$ cat config.mk
export PLATFORM = sky130hd
export DESIGN_NAME = mux8x1_serializer
export DESIGN_NICKNAME = d
export VERILOG_FILES = /design/src/rtl/mux8x1_serializer.sv
export SDC_FILE = /design/constraint.sdc
export NUM_CORES = 1
export LEC_CHECK = 0
export ABC_CLOCK_PERIOD_IN_PS = 3300
export CAP_MARGIN = 0
export CORE_MARGIN = 2
export CORE_UTILIZATION = 30
export CTS_BUF_LIST = sky130_fd_sc_hd__clkbuf_4
export DETAILED_ROUTE_END_ITERATION = 10
export PLACE_DENSITY_LB_ADDON = 0.2
export RECOVER_POWER = 100
export SYNTH_ARGS = -nofsm -noshare
export SYNTH_HDL_FRONTEND = slang
export SYNTH_SLANG_ARGS = --single-unit
$ cat constraint.sdc
create_clock -name clk -period 3.3 [get_ports clk]
set_input_delay 0.495 -clock clk [delete_from_list [all_inputs] [get_ports clk]]
set_output_delay 0.495 -clock clk [all_outputs]
set_load 0.01 [all_outputs]
$ cat src/rtl/mux8x1_serializer.sv
// mux8x1_serializer
// Sequencer that sits in front of an 8:1 bit mux and turns it into a
// parallel-to-serial converter. It accepts a word on a valid/ready handshake,
// holds it on the mux data inputs, and steps the mux select one position per
// accepted output beat. Downstream can apply backpressure with out_ready.
//
// Optional feature: define MUX8X1_SERIALIZER_PARITY_EN to append one
// even-parity beat after the eight data beats.
//
// state    | meaning
// S_IDLE   | no word held; in_ready high
// S_SHIFT  | presenting data beats; mux_sel walks start -> end index
// S_PARITY | presenting the parity beat (only with the parity macro)
// S_GAP    | post-word idle cycles; in_ready low while gap_cnt runs down

module mux8x1_serializer #(
  parameter int GAP       = 0,
  parameter bit MSB_FIRST = 1'b0
) (
  input  logic       clk,
  input  logic       rst,
  input  logic [7:0] in_data,
  input  logic       in_valid,
  output logic       in_ready,
  input  logic       out_ready,
  output logic [7:0] mux_in,
  output logic [2:0] mux_sel,
  output logic       bit_valid,
  output logic       bit_last,
  output logic       parity,
  output logic       busy
);

  localparam logic [2:0] SEL_START = MSB_FIRST ? 3'd7 : 3'd0;
  localparam logic [2:0] SEL_END   = MSB_FIRST ? 3'd0 : 3'd7;
  localparam logic [3:0] GAP_LOAD  = (GAP > 0) ? 4'(GAP - 1) : 4'd0;

`ifdef MUX8X1_SERIALIZER_PARITY_EN
  typedef enum logic [1:0] {
    S_IDLE   = 2'd0,
    S_SHIFT  = 2'd1,
    S_PARITY = 2'd2,
    S_GAP    = 2'd3
  } state_t;
`else
  typedef enum logic [1:0] {
    S_IDLE  = 2'd0,
    S_SHIFT = 2'd1,
    S_GAP   = 2'd3
  } state_t;
`endif

  state_t     state, state_nxt;
  logic [7:0] data_nxt;
  logic [2:0] sel_nxt;
  logic [3:0] gap_cnt, gap_cnt_nxt;
  logic       word_done;
  logic       bit_valid_nxt;
  logic       bit_last_nxt;
  logic       busy_nxt;

  // State and registered outputs; reset aborts any word in flight.
  always_ff @(posedge clk) begin
    if (rst) begin
      state     <= S_IDLE;
      mux_in    <= 8'h00;
      mux_sel   <= 3'd0;
      gap_cnt   <= 4'd0;
      bit_valid <= 1'b0;
      bit_last  <= 1'b0;
      busy      <= 1'b0;
    end else begin
      state     <= state_nxt;
      mux_in    <= data_nxt;
      mux_sel   <= sel_nxt;
      gap_cnt   <= gap_cnt_nxt;
      bit_valid <= bit_valid_nxt;
      bit_last  <= bit_last_nxt;
      busy      <= busy_nxt;
    end
  end

  // Next-state logic. word_done marks the cycle the final beat of a word is
  // accepted; the tail handling after the case is shared by SHIFT and PARITY.
  always_comb begin
    state_nxt   = state;
    data_nxt    = mux_in;
    sel_nxt     = mux_sel;
    gap_cnt_nxt = gap_cnt;
    word_done   = 1'b0;

    case (state)
      S_IDLE: begin
        if (in_valid) begin
          data_nxt  = in_data;
          sel_nxt   = SEL_START;
          state_nxt = S_SHIFT;
        end
      end
      S_SHIFT: begin
        if (out_ready) begin
          if (mux_sel == SEL_END) begin
`ifdef MUX8X1_SERIALIZER_PARITY_EN
            state_nxt = S_PARITY;
`else
            word_done = 1'b1;
`endif
          end else begin
            sel_nxt = MSB_FIRST ? (mux_sel - 3'd1) : (mux_sel + 3'd1);
          end
        end
      end
`ifdef MUX8X1_SERIALIZER_PARITY_EN
      S_PARITY: begin
        if (out_ready) begin
          word_done = 1'b1;
        end
      end
`endif
      S_GAP: begin
        if (gap_cnt == 4'd0) begin
          state_nxt = S_IDLE;
        end else begin
          gap_cnt_nxt = gap_cnt - 4'd1;
        end
      end
      default: state_nxt = S_IDLE;
    endcase

    // With no gap, a waiting word is taken on the final beat so the stream
    // continues without a bubble.
    if (word_done) begin
      if (GAP > 0) begin
        state_nxt   = S_GAP;
        gap_cnt_nxt = GAP_LOAD;
      end else if (in_valid) begin
        data_nxt  = in_data;
        sel_nxt   = SEL_START;
        state_nxt = S_SHIFT;
      end else begin
        state_nxt = S_IDLE;
      end
    end
  end

  // Registered flag values derived from where the FSM is heading.
  always_comb begin
    bit_valid_nxt = (state_nxt == S_SHIFT);
`ifdef MUX8X1_SERIALIZER_PARITY_EN
    bit_valid_nxt = bit_valid_nxt || (state_nxt == S_PARITY);
    bit_last_nxt  = (state_nxt == S_PARITY);
`else
    bit_last_nxt  = (state_nxt == S_SHIFT) && (sel_nxt == SEL_END);
`endif
    busy_nxt = (state_nxt != S_IDLE);
  end

  assign in_ready = !rst && ((state == S_IDLE) || ((GAP == 0) && word_done));

`ifdef MUX8X1_SERIALIZER_PARITY_EN
  assign parity = ^mux_in;
`else
  assign parity = 1'b0;
`endif

endmodule
==> parameters.txt <==
Parameter                              Value

Floorplan
  Floorplan die width ... 60.6 um
  Rows ... 20
  Area of the placeable core ... 3050 um2
  Die area ... 3680 um2
  Height of the die ... 60.6 um
  Top-level I/O count ... 28
  Initial Utilization ... 0.315

Routing
  DR vias ... 780
  Number of nets with antenna violations after routing ... 0
  Drt pass-1 iters ... 4
  Routed Wire Length ... 1.84 mm
  Wire per inst ... 10.8 um
  Drt first-iter violations ... 22
  Detailed-route vias per instance ... 4.56
  DRC errors left ... 0

Clock network
  Root buffer selected by CTS ... sky130_fd_sc_hd__clkbuf_4
  Post-CTS Setup Repair Bufs ... 0
  CTS HTree Levels ... 1
  Cts-stage hold buffer count ... 0
  Number of buffers on the longest clock path ... 2
  TritonCTS clock tree ... built
  Cts bufs inserted ... 3
  Clock latency on the worst-skew pair ... 290 ps
  Number of gates resized after cts ... 0
  Clock sinks ... 20
  Clk slew on worst S/H paths ... 100 ps

Timing
  Period Utilization, post-route ... 0.788
  Actual transition at the worst max-transition pin ... 861 ps
  Slew Limit Headroom ... 0.426
  Final worst clock skew ... 4.18 ps
  Hold Fails Final Rpt ... 0
  Setup total negative slack ... 0 ps
  Final critical path time including I/O delays and setup ... 2600 ps
  Maximum operating frequency ... 385 MHz
  Total of endpoints with negative setup slack in the final report ... 0
  Slew Limit Fails ... 0
  Unrepaired setup endpoints after global routing ... no

Cells and area
  Layout Utilization ... 0.416
  Count of nets after finishing ... 143
  Signed area change from the synthesized netlist to the final layout ... 32.0%
  Inserted Diodes ... 0
  Number of fillers in the final layout ... 316
  Fraction of layout instances using a drive strength above 1 ... 0.0787

Pwr
  Total power ... 0.431 mW
  Leakage dissipation ... 0.490 nW
  Power per Cell Area ... 339 nW/um2
  Maximum vdd ir drop ... 0.155 mV

Synth
  Post-synth EDFFs ... 0
  Cell count after synthesis ... 101
  Average cell area after synthesis ... 9.53 um2
  Most frequent cells after synthesis ... 20 x sky130_fd_sc_hd__dfxtp_1, 17 x sky130_fd_sc_hd__nand2b_1, 8 x sky130_fd_sc_hd__mux2i_1
  Area share of the largest cell type after synthesis ... 0.416
  Sequential-to-total area share from yosys stat ... 0.416
  #FFs+latches synth ... 20
  Cell accounting for the most synthesized area ... sky130_fd_sc_hd__dfxtp_1
  Post-synth cell types ... 33
  Syn. warnings ... 0
  Post-synth design cell area ... 962 um2
  Syn Nets ... 115
  Async set-or-reset flop fraction in the synthesized netlist ... 0
  Ranking of synthesized cells by area ... sky130_fd_sc_hd__dfxtp_1 42%, sky130_fd_sc_hd__nand2b_1 11%, sky130_fd_sc_hd__mux2i_1 8.3%, sky130_fd_sc_hd__a21oi_1 3.1%, sky130_fd_sc_hd__ha_1 2.6%
  Top flip-flop cell by instance count after synthesis ... sky130_fd_sc_hd__dfxtp_1
  Library cell with the highest instance count after synthesis ... sky130_fd_sc_hd__dfxtp_1

Critical path
  Element type at the critical path end ... output pin
  Worst Path Required ... 2800 ps
  Classification of the worst setup path ... in -> out
  Biggest fanout along the worst timing path ... 5
  Arrival time worst endpoint ... 2100 ps
  Critical path launch point type ... input pin

Global route
  Vias in the first global route ... 745
  Total global-route track usage ... 0.110
  Largest net degree at the start of global routing ... 26
  Overflow after GRT ... 0
  Number of antenna violations at the first check in global routing ... 0
  First-pass GRT wire length ... 3.02 mm

Flow run
  Max-cap violations ... 0

Placement
  Post-detailed-placement half-perimeter wirelength ... 1.38 mm
  Weighted congestion at the end of routability-driven global placement ... 0.819
  Count of buffers inserted at the top-level ports ... 26

Hold path
  Class of the tightest hold or removal check ... reg -> reg

Run status
  Run status ... finished clean
worst paths after layout:
path                            slack [ps]  endpoint        from  cells past startpoint
worst max register to register        1630  bit_last  mux_sel[0]                      4
worst min-delay path                   470      flop        flop                      2
worst min register to register         470      flop        flop                      2
worst max-delay path                   700  in_ready         rst                      4
through the flow:
stage | hold WS (ps) | instances | instance area (um2) | setup WS, ps
finish | 474 | 171 | 1270 | 700
global route | 515 | 171 | 1270 | 629
CTS | 483 | 171 | 1280 | 865
detailed placement | 466 | 168 | 1260 | 867
global placement | 460 | 168 | 1260 | 869
floorplan | 461 | 101 | 962 | 1770
cell families (layout without fill, tap and decap cells):
group | count (synthesis) | after routing | synth area share
and+or+nand+nor | 40 | 40 | 0.264
xor gates and xnor gates | 2 | 2 | 0.0182
AOI/OAI and AO/OA | 19 | 19 | 0.134
other | 1 | 1 | 0.00390
DFF | 20 | 20 | 0.416
adders and majority gates | 2 | 2 | 0.0260
muxes | 9 | 9 | 0.0949
buffers and inverters | 8 | 34 | 0.0429
placed cells by master, fill, tap and decap left out, drive strengths merged, types with 4 or more instances in the layout:
master         count
dfxtp             20
or3                4
mux2i              8
clkbuf             4
nand2              4
a21oi              6
o21ai              5
dlygate4sd3       16
nand2b            17
clkdlybuf4s50     10
worst max-delay path, cell delays in order:
cell and delay, ps:
sky130_fd_sc_hd__dlygate4sd3_1 540, sky130_fd_sc_hd__or2_2 320, sky130_fd_sc_hd__a21oi_1 130, sky130_fd_sc_hd__dlygate4sd3_1 620
cell type report:
class	count	area (um2)	share of cell area
sequential	20	400	0.315
multi-input combinational	73	509	0.401
timing repair buffer	28	272	0.214
clock buffer	3	22.5	0.0177
tap	44	55.1	0.0433
inverter	3	11.3	0.00887
report_power, final:
part	total [mW]	leakage, nW	switching, mW	internal [mW]
Combinational	0.0637	0.313	0.0264	0.0372
Sequential	0.257	0.163	0.00594	0.251
Clock	0.110	0.0138	0.0680	0.0424
Total	0.431	0.490	0.100	0.331
metal layers:
layer / global-route usage / wire (um)
met4: 0.0559 / 43
met1: 0.126 / 842
met2: 0.190 / 879
met5: 0 / 0
met3: 0.0256 / 74
Note: power is estimated with default switching activity, not from simulation.
